--- config.mk ---
export PLATFORM = sky130hd
export DESIGN_NAME = exc_ctrl
export DESIGN_NICKNAME = d
export VERILOG_FILES = /design/src/rtl/cpu_pkg.sv /design/src/rtl/exc_ctrl.sv
export SDC_FILE = /design/constraint.sdc
export NUM_CORES = 1
export LEC_CHECK = 0
export BUFFER_PORTS_ARGS = -buffer_cell sky130_fd_sc_hd__buf_2
export CAP_MARGIN = 20
export CORE_MARGIN = 1.5
export CORE_UTILIZATION = 41
export DETAILED_ROUTE_END_ITERATION = 12
export HOLD_SLACK_MARGIN = 0.12
export PLACE_DENSITY = 0.84
export SETUP_SLACK_MARGIN = 0.1
export SLEW_MARGIN = 5
export SYNTH_ARGS = -nofsm -noshare
export SYNTH_HDL_FRONTEND = slang
export SYNTH_SLANG_ARGS = --single-unit
--- constraint.sdc ---
create_clock -name clk -period 2.05 [get_ports clk]
set_clock_uncertainty 0.05 [all_clocks]
set_input_delay 0.3075 -clock clk [delete_from_list [all_inputs] [get_ports clk]]
set_output_delay 0.3075 -clock clk [all_outputs]
set_load 0.05 [all_outputs]
--- src/rtl/cpu_pkg.sv ---
// Shared CPU definitions: exception vectors, cause encodings and the
// exception-sequencer state type.
package cpu_pkg;

   localparam logic [31:0] ILLOP_VEC = 32'h8000_0004;
   localparam logic [31:0] XADR_VEC  = 32'h8000_0008;

   localparam logic [1:0] CAUSE_NONE  = 2'b00;
   localparam logic [1:0] CAUSE_IRQ   = 2'b01;
   localparam logic [1:0] CAUSE_ILLOP = 2'b10;

   typedef enum logic [1:0] {
      ST_IDLE   = 2'd0,
      ST_ENTER  = 2'd1,
      ST_KERNEL = 2'd2
   } exc_state_t;

endpackage

--- src/rtl/exc_ctrl.sv ---
// Exception/interrupt sequencer: arbitrates timer IRQ against illegal opcode,
// captures EPC, flushes IF/ID and redirects fetch; tracks kernel mode until eret.
module exc_ctrl #(
   parameter logic [31:0] ILLOP_VEC = cpu_pkg::ILLOP_VEC,
   parameter logic [31:0] XADR_VEC  = cpu_pkg::XADR_VEC
) (
   input  logic        clk,
   input  logic        reset,
   input  logic        irq_req,
   input  logic        illop_id,
   input  logic        eret_id,
   input  logic        stall,
   input  logic        valid_id,
   input  logic [31:0] pc_if,
   input  logic [31:0] pc_id,
   input  logic        redirect_ex,
   input  logic [31:0] target_ex,
   output logic        flush_if,
   output logic        flush_id,
   output logic        redirect,
   output logic [31:0] redirect_pc,
   output logic [31:0] epc,
   output logic        epc_we,
   output logic [1:0]  cause,
   output logic        in_kernel,
   output logic        irq_ack
);
   import cpu_pkg::*;

   exc_state_t  state_q, state_d;
   logic [31:0] vec_q;
   logic [31:0] epc_q;
   logic [1:0]  cause_q;
   logic        kern_q;
   logic        epc_upd_q;
   logic        take_illop, take_irq, leave_kernel;

   // Oldest instruction that has neither retired nor executed.
   function automatic logic [31:0] irq_epc(input logic        rdr,
                                           input logic [31:0] tgt,
                                           input logic        vld,
                                           input logic [31:0] pid,
                                           input logic [31:0] pif);
      if (rdr)      return tgt;
      else if (vld) return pid;
      else          return pif;
   endfunction

   // NOTE: every signal driven here gets a default first so no latch is inferred.
   always_comb begin
      state_d      = state_q;
      take_illop   = 1'b0;
      take_irq     = 1'b0;
      leave_kernel = 1'b0;
      case (state_q)
         ST_IDLE: begin
            // A user-mode eret is itself an illegal instruction.
            if (!stall) begin
               if (illop_id || eret_id)      take_illop = 1'b1;
               else if (irq_req && !kern_q)  take_irq   = 1'b1;
            end
         end
         ST_KERNEL: begin
            // eret wins: a same-cycle illop is squashed by the eret redirect.
            if (!stall) begin
               if (eret_id)       leave_kernel = 1'b1;
               else if (illop_id) take_illop   = 1'b1;
            end
         end
         ST_ENTER: state_d = ST_KERNEL;
         default:  state_d = ST_KERNEL;
      endcase
      if (take_illop || take_irq) state_d = ST_ENTER;
      else if (leave_kernel)      state_d = ST_IDLE;
   end

   // NOTE: sequential state uses non-blocking assignments only.
   always_ff @(posedge clk or posedge reset) begin
      if (reset) begin
         state_q   <= ST_KERNEL;
         kern_q    <= 1'b1;
         vec_q     <= '0;
         epc_q     <= '0;
         cause_q   <= CAUSE_NONE;
         epc_upd_q <= 1'b0;
      end else begin
         state_q <= state_d;
         if (take_illop || take_irq) begin
            vec_q     <= take_illop ? ILLOP_VEC : XADR_VEC;
            cause_q   <= take_illop ? CAUSE_ILLOP : CAUSE_IRQ;
            // A nested fault keeps the user restart point.
            epc_upd_q <= !kern_q;
            if (!kern_q)
               epc_q <= take_illop ? pc_id
                                   : irq_epc(redirect_ex, target_ex, valid_id, pc_id, pc_if);
         end
         if (state_q == ST_ENTER) kern_q <= 1'b1;
         else if (leave_kernel)   kern_q <= 1'b0;
      end
   end

   // Strobes decode from state so an asynchronous reset drops them at once.
   assign redirect    = (state_q == ST_ENTER);
   assign flush_if    = redirect;
   assign flush_id    = redirect;
   assign redirect_pc = vec_q;
   assign epc_we      = redirect && epc_upd_q;
   assign irq_ack     = redirect && (cause_q == CAUSE_IRQ);
   assign epc         = epc_q;
   assign cause       = cause_q;
   assign in_kernel   = kern_q;

endmodule

======== Yosys cells after proc, flatten, opt, wreduce, memory -nomap -nowiden ========
Cells that the tools add are included.
operators by class
  eq/ne operators ......................... 4
  muxes and demuxes ....................... 23
  bitwise logic cells ..................... 1
  reduce and logical (&&, ||, !) cells .... 10
operators with widths
  operator                                               count
  two-way mux 32 bit                                     3
  two-way mux 1 bit                                      14
  two-way mux 2 bit                                      4
  == test 2 x 1 -> 1 bit, second input constant          2
  two-way mux 4 bit                                      1
  logical AND 1 bit                                      3
  inequality test 3 x 1 -> 1 bit, second input constant  1
  == test 2 bit, second input constant                   1
  logical NOT 2 bit                                      1
  logical OR 1 bit                                       2
  case mux 1 bit (2 select lines)                        1
  AND reduction 2 bit                                    1
  nonzero test 2 bit                                     1
  OR reduction 2 bit                                     1
  logical NOT 1 bit                                      1
  inverter 1 bit                                         1
storage, ports and cells
  register bits ........................... 70
  output and inout bits ................... 72
  word-level logic and storage cells ...... 44

======== Depth between registers and ports, before layout ========
Gate-level depths: netlist of the first run.
  word-level depth ........................ 8
  depth in mapped cells ................... 6
  depth with buffers taken out ............ 4

======== Worst setup path after synthesis of the first run ========
Ideal clock, no wire load.
  path kind ............................... register -> output
  start ................................... register state_q[0]
  end ..................................... output irq_ack
  arrival ................................. 2.468 ns
  setup slack ............................. -0.776 ns
  cell stages (with the launch flop) ...... 3
  buffers on the path ..................... 0
  cells stage by stage .................... dfrtp_1 > nor2b_1 > nor3b_1
on the way
  word-level cells in the longest chain between the ends .. 2
ends and longest elaborated chain
  what                    RTL line         text
  from (decl)             exc_ctrl.sv:30   exc_state_t state_q, state_d;
  from (signal assigned)  exc_ctrl.sv:87   state_q <= state_d;
  == test 2 x 1 -> 1 bit  exc_ctrl.sv:103  assign redirect = (state_q == ST_ENTER);
  net flush_id            exc_ctrl.sv:19   output logic flush_id,
  logical AND 1 bit       exc_ctrl.sv:108  assign irq_ack = redirect && (cause_q == CAUSE_IRQ);
  to (decl)               exc_ctrl.sv:26   output logic irq_ack
The timed path passes the listed nets, and every way through them passes these cells.

======== Worst setup path in the final report of the first run ========
  start ................................... register state_q[0]
  end ..................................... output irq_ack
on the way
  word-level cells in the longest chain between the ends .. 2
ends and longest elaborated chain
  what                    RTL line
  == test 2 x 1 -> 1 bit  exc_ctrl.sv:103
  logical AND 1 bit       exc_ctrl.sv:108
No other way between the ends.

==> flow_metrics.py, run 1 <==
metrics = {
    "outcome": {
        "result_of_the_run": "finished clean",
    },
    "yosys": {
        "yosysTopAreaCellShare": 0.381,
        "yosys.cell_types.count": 30,
        "syn-instance-count": 289,
        "synth-warning-count": 0,
        "syn-cell-area_sq_um": 2430,
        "yosysTopAreaCell": "sky130_fd_sc_hd__dfrtp_1",
        "synth.avg_cell_area_sq_um": 8.41,
        "synth-seq-area-share": 0.402,
        "synth_area_leaders": "sky130_fd_sc_hd__dfrtp_1 (38%), sky130_fd_sc_hd__buf_4 (10%), sky130_fd_sc_hd__a21o_1 (9.6%), sky130_fd_sc_hd__o22ai_1 (8.0%), sky130_fd_sc_hd__a21oi_1 (6.8%)",
        "postSynthRegisterBits": 39,
    },
    "floorplanning": {
        "die_height_microns": 80.0,
        "core_area_sq_um": 5610,
        "floorplan.initialDensity": 0.434,
        "die-area_sq_um": 6400,
        "dieWidth_microns": 80.0,
        "floorplan.rows": 27,
        "ioPinCount": 176,
    },
    "worst_setup_path": {
        "cp-startpoint": "state_q[0]",
        "reg2reg_depth": 5,
        "cpMaxStageDelayCell": "sky130_fd_sc_hd__dfrtp_1",
        "reg2reg_setup_slack_ns": 0.45,
        "worst_path_cell_trace": "nor2b_2, nor3b_4, buf_2",
        "critical-path-max-stage-delay_ns": 0.39,
        "worst-path-max-fanout": 6,
        "crit_arrival_ns": 1.47,
        "r2r-end": "epc[30]",
        "worstPathBufferInverterCount": 1,
        "critical_path.endpoint_type": "output port",
        "critical_path_class": "flip-flop to output port",
        "crit_path_start_kind": "flip-flop",
        "critical-path-top-delay-family": "simple AND/OR/NAND/NOR gates",
        "timing.rr.start": "state_q[1]",
        "worst_ep_required_time_ns": 1.69,
    },
    "layout": {
        "mostFrequentLayoutCells": "sky130_fd_sc_hd__buf_2 (146), sky130_fd_sc_hd__dfrtp_1 (37), sky130_fd_sc_hd__nand2_1 (35), sky130_fd_sc_hd__a21oi_1 (33), sky130_fd_sc_hd__o21ai_1 (32)",
        "final_net_count": 527,
        "n_antenna_cell": 0,
        "utilization": 0.567,
        "commonest_non_fill_non_tap_cell_in_the_layout": "sky130_fd_sc_hd__buf_2",
        "share_of_final_layout_standard_cells_stronger_than_drive_strength_1": 0.401,
        "area_growth_pct": 30.7,
    },
    "route": {
        "routed_wire_length_per_instance_microns": 13.4,
        "first_iter_violations": 58,
        "route.vias.total": 2491,
        "drt.antenna.violating_nets": 0,
        "drt_pass1_iterations": 6,
        "avgViaCountPerCell": 5.02,
        "wirelength_mm": 6.64,
        "remaining_drc_errors": 0,
    },
    "job": {
        "maxCapViolations": 0,
    },
    "grt": {
        "grt_overflow_total": 0,
        "first_global_vias": 2180,
        "groute.usage.overall": 0.194,
        "grt_antenna_before_repair": 0,
        "grt_first_pass_wirelength_mm": 9.77,
        "grt_start_max_net_pins": 50,
    },
    "min_path": {
        "hold_end": "in_kernel",
        "min_path_cells": 2,
        "min_path_type": "input port to flip-flop",
        "beginning_of_the_worst_hold_path": "eret_id",
    },
    "sta": {
        "finalSetupViolCount": 0,
        "grt_setup_unrepaired": "false",
        "timing.final.hold_violations": 0,
        "timing.setup.tns_ns": 0,
        "finalWorstPathRequiredPeriod_ns": 1.82,
        "timing.fmax_ghz": 0.549,
        "fin_crit_sh": 0.889,
        "hold_ws_ns": 0.211,
        "final_max_slew_violation_count": 0,
    },
    "clocking": {
        "register_clock_pin_slew_on_the_reported_worst_setup_and_hold_paths_ns": 0.07,
        "clockBufferDepth": 2,
        "cts_buffers": 5,
        "cts-root-buf": "sky130_fd_sc_hd__clkbuf_8",
        "h-tree-depth": 2,
        "cts_tree": "done",
        "tritoncts_num_sinks": 39,
        "clk-insertion-delay-late_ns": 0.28,
    },
    "power_and_ir_drop": {
        "power.leakage_nw": 1.69,
        "power.density_cell_area_nw_per_um2": 1330,
        "ir_worst_vdd_uv": 774,
    },
    "place": {
        "placement.io_buffers": 146,
        "finalWeightedCongestion": 0.761,
        "hpwlAfterDp_mm": 5.02,
    },
}
## per-layer routing
layer | share of wire | track usage | wire length (microns) | vias up
li1 | - | - | - | 1231
met1 | 0.39 | 0.217 | 2580 | 1137
met2 | 0.53 | 0.366 | 3500 | 118
met3 | 0.077 | 0.0434 | 511 | 5
met4 | 0.0063 | 0.0466 | 42 | 0
met5 | 0 | 0 | 0 | -
## synthesized netlist by cell type
master and number:
sky130_fd_sc_hd__dfrtp_1 37, sky130_fd_sc_hd__nand2_1 35, sky130_fd_sc_hd__buf_4 34, sky130_fd_sc_hd__a21oi_1 33, sky130_fd_sc_hd__o21ai_1 33, sky130_fd_sc_hd__a21o_1 31, sky130_fd_sc_hd__o22ai_1 31, sky130_fd_sc_hd__clkbuf_1 10
sky130_fd_sc_hd__buf_2 9, sky130_fd_sc_hd__buf_6 4, sky130_fd_sc_hd__inv_1 4, sky130_fd_sc_hd__nor2_1 4, sky130_fd_sc_hd__dfstp_2 2, sky130_fd_sc_hd__nand2b_1 2, sky130_fd_sc_hd__nor2b_1 2, sky130_fd_sc_hd__nor3_1 2
sky130_fd_sc_hd__o21a_1 2, sky130_fd_sc_hd__or2_1 2, sky130_fd_sc_hd__a21boi_1 1, sky130_fd_sc_hd__a31oi_1 1, sky130_fd_sc_hd__and2_1 1, sky130_fd_sc_hd__conb_1 1, sky130_fd_sc_hd__inv_2 1, sky130_fd_sc_hd__nand4b_1 1
sky130_fd_sc_hd__nor2b_2 1, sky130_fd_sc_hd__nor3b_1 1, sky130_fd_sc_hd__o21ai_0 1, sky130_fd_sc_hd__o21ai_2 1, sky130_fd_sc_hd__o21ba_1 1, sky130_fd_sc_hd__o31ai_2 1
## worst max path at each step
stage	end	slack (ns)	cells after the start
floorplan	irq_ack	0.18	2
global placement	epc[30]	0.55	6
detailed placement	epc[30]	0.48	5
CTS	irq_ack	0.23	3
global route	irq_ack	0.16	3
finish	irq_ack	0.23	3
## report_power, final
group	total [mW]	switching (mW)	internal [mW]
Clock	0.499	0.260	0.239
Combinational	2.44	1.85	0.588
Sequential	1.30	0.187	1.11
Total	4.24	2.30	1.94
## stage by stage
step | total power, mW | setup WS [ns] | instance area [sq um] | std cells
after floorplan | 3.22 | 0.178 | 2550 | 317
after global placement | 3.71 | 0.554 | 3090 | 487
after detailed placement | 3.77 | 0.475 | 3090 | 487
after CTS | 4.27 | 0.226 | 3180 | 496
after global routing | 4.47 | 0.158 | 3180 | 496
final | 4.24 | 0.227 | 3180 | 496
## state kept, by name, summed over array words and instances (netlist names)
signal and cells:
epc 32, redirect_pc 2, state_q 2, cause 1
epc_upd_q 1, in_kernel 1
## layout make-up
cell class	count	area, sq um
Clock buffer	7	76.3
Clock inverter	1	5.00
Fill cell	546	2430
Inverter	5	18.8
Multi-Input combinational cell	216	1190
Sequential cell	39	978
Tap cell	72	90.1
Timing Repair Buffer	156	821
## worst register-to-register path, cell delays in order, from the launching register on
cell                      delay, ns
sky130_fd_sc_hd__dfstp_2       0.59
sky130_fd_sc_hd__nor2b_1       0.09
sky130_fd_sc_hd__o21ai_4       0.14
sky130_fd_sc_hd__buf_4         0.30
sky130_fd_sc_hd__a21oi_1       0.13
sky130_fd_sc_hd__o31ai_2       0.22
## what timing repair did
action                    4_1_cts  5_1_grt
buffers inserted                0        0
gates resized for setup         0        0
hold buffers                    1        0
hold endpoints to repair       10        0
## cells by family (layout without fill, tap and decap cells)
logic type | count (synthesis) | after routing | share of synthesized area
AOI/OAI and AO/OA | 136 | 136 | 0.338
buffers and inverters | 62 | 169 | 0.165
DFF | 39 | 39 | 0.402
other | 1 | 29 | 0.00154
and+or+nand+nor | 51 | 51 | 0.0926
Power figures use the tool's default switching activity.
==> inputs of run 2 (changes only) <==
BUFFER_PORTS_ARGS = -buffer_cell sky130_fd_sc_hd__buf_4   (was -buffer_cell sky130_fd_sc_hd__buf_2)
SLEW_MARGIN = 20   (was 5)
==> run 2 against run 1 <==
  * Flip-flop and latch count stayed put
  * Highest routed layer unchanged
  * Setup slack gained 0.10 ns
  * Sequential share of layout area decreased by 3.2 points
  * Count of clock-buffer cells in the layout rose by 1
  * Fmax grew 5.9%
  * Critical path type unchanged
  * Critical endpoint unchanged
==> flow_metrics.py, run 2 (synthesized netlist as in run 1, its figures left out) <==
metrics = {
    "layout": {
        "n_antenna_cell": 0,
        "utilization": 0.632,
        "mostFrequentLayoutCells": "sky130_fd_sc_hd__buf_4 (149), sky130_fd_sc_hd__dfrtp_1 (37), sky130_fd_sc_hd__nand2_1 (35), sky130_fd_sc_hd__a21oi_1 (33), sky130_fd_sc_hd__o21ai_1 (32)",
        "final_net_count": 524,
        "commonest_non_fill_non_tap_cell_in_the_layout": "sky130_fd_sc_hd__buf_4",
        "area_growth_pct": 45.8,
        "largest_reg_flops": 32,
        "finish.instance_area_sq_um": 3540,
        "share_of_final_layout_standard_cells_stronger_than_drive_strength_1": 0.394,
        "finalNonFillerCells": 493,
    },
    "grt": {
        "first_global_vias": 2253,
        "grt_start_max_net_pins": 67,
        "grt_overflow_total": 0,
        "groute.usage.overall": 0.207,
        "grt_first_pass_wirelength_mm": 10.3,
        "grt_antenna_before_repair": 0,
    },
    "power_and_ir_drop": {
        "total_switching_power_mw": 2.32,
        "power.internal_mw": 2.19,
        "clkPwrFrac": 0.110,
        "ir_worst_vdd_uv": 840,
        "pwr-share-seq": 0.292,
        "fin_total_pwr_mw": 4.50,
        "pwr-share-comb": 0.598,
        "power.density_cell_area_nw_per_um2": 1270,
        "power.leakage_nw": 1.80,
        "proportion_of_total_power_due_to_net_switching": 0.514,
    },
    "sta": {
        "timing.setup.tns_ns": 0,
        "timing.final.hold_violations": 0,
        "final.setup.worst_slack_ns": 0.328,
        "finalSetupViolCount": 0,
        "final_max_slew_violation_count": 0,
        "fin_crit_sh": 0.840,
        "worst_slew_margin_rel": 0.499,
        "timing_worst_slew_pin_value_ns": 0.746,
        "timing.fmax_ghz": 0.581,
        "finalWorstPathRequiredPeriod_ns": 1.72,
        "hold_ws_ns": 0.189,
        "grt_setup_unrepaired": "false",
    },
    "clocking": {
        "clockBufferDepth": 2,
        "cts_buffers": 5,
        "cts-root-buf": "sky130_fd_sc_hd__clkbuf_8",
        "h-tree-depth": 2,
        "holdBufCountCts": 1,
        "register_clock_pin_slew_on_the_reported_worst_setup_and_hold_paths_ns": 0.06,
        "clk-insertion-delay-late_ns": 0.27,
        "tritoncts_num_sinks": 39,
        "post_cts_buffers": 0,
        "post_cts.resized_instances": 0,
        "cts_tree": "done",
    },
    "floorplanning": {
        "core_area_sq_um": 5610,
        "die-area_sq_um": 6400,
        "floorplan.initialDensity": 0.434,
        "die_height_microns": 80.0,
        "dieWidth_microns": 80.0,
        "ioPinCount": 176,
        "floorplan.rows": 27,
    },
    "route": {
        "route.vias.total": 2499,
        "wirelength_mm": 6.91,
        "first_iter_violations": 95,
        "avgViaCountPerCell": 5.07,
        "remaining_drc_errors": 0,
        "drt.antenna.violating_nets": 0,
        "routed_wire_length_per_instance_microns": 14.0,
        "drt_pass1_iterations": 4,
    },
    "place": {
        "hpwlAfterDp_mm": 5.02,
        "numPlacedInstances": 484,
        "dp_slack_ns": 0.489,
        "detailed_place.area_sq_um": 3450,
        "placement.io_buffers": 146,
        "finalWeightedCongestion": 0.784,
    },
    "worst_setup_path": {
        "critical_path.endpoint_type": "output port",
        "reg2reg_setup_slack_ns": 0.46,
        "worst_path_cell_trace": "nor2b_2, nor3b_4, buf_4",
        "timing.rr.start": "state_q[0]",
        "cp-startpoint": "state_q[0]",
        "crit_path_start_kind": "flip-flop",
        "critical_path_class": "flip-flop to output port",
        "r2r-end": "epc[3]",
        "worst_ep_required_time_ns": 1.69,
        "crit_arrival_ns": 1.36,
        "cpMaxStageDelayCell": "sky130_fd_sc_hd__dfrtp_1",
        "worstSetupEndpoint": "irq_ack",
        "reg2reg_depth": 5,
        "worst-path-max-fanout": 6,
        "critical-path-max-stage-delay_ns": 0.37,
    },
    "outcome": {
        "result_of_the_run": "finished clean",
    },
    "min_path": {
        "min_path_type": "input port to flip-flop",
        "min_path_cells": 2,
    },
    "job": {
        "maxCapViolations": 0,
    },
}
run 2: changes by cell type in the layout (fill, tap and decap cells not counted), sizes merged:
cell,before,now
clkinv,2,1
clkbuf,7,8
buf,155,152
run 2: how the worst min path moves through the flow:
stage / start / end
2_1_floorplan: eret_id / in_kernel
4_1_cts: eret_id / in_kernel
3_3_place_gp: reset / redirect_pc[31]
3_5_place_dp: reset / redirect_pc[31]
5_1_grt: eret_id / in_kernel
6_report: eret_id / in_kernel
run 2: cell type report:
| class | instances | area, sq um |
|---|---|---|
| flip-flops and latches | 39 | 978 |
| multi-input cells | 216 | 1190 |
| well taps | 72 | 90.1 |
| inverters | 5 | 18.8 |
| repair buffers | 153 | 1190 |
| clock buffers | 8 | 80.1 |
| fillers | 510 | 2060 |
run 2: layer usage:
metal,up-vias,global-route usage,wire [microns]
met5,-,0,0
met4,0,0.0414,26
met3,2,0.0594,629
met2,119,0.376,3600
met1,1159,0.239,2650
li1,1219,-,-
run 2: worst max-delay path: cells and delay by family, from the launching register on:
kind	cells	cell delay, ns
buf+inv	1	0.22
simple gates	2	0.49
flops	1	0.37
run 2: power by group through the flow:
stage	registers [mW]	logic [mW]	clock network, mW
CTS	1.32	2.72	0.512
finish	1.32	2.70	0.493
detailed placement	1.33	2.72	0
global route	1.36	2.84	0.551
floorplan	2.40	0.818	0
global placement	1.32	2.67	0
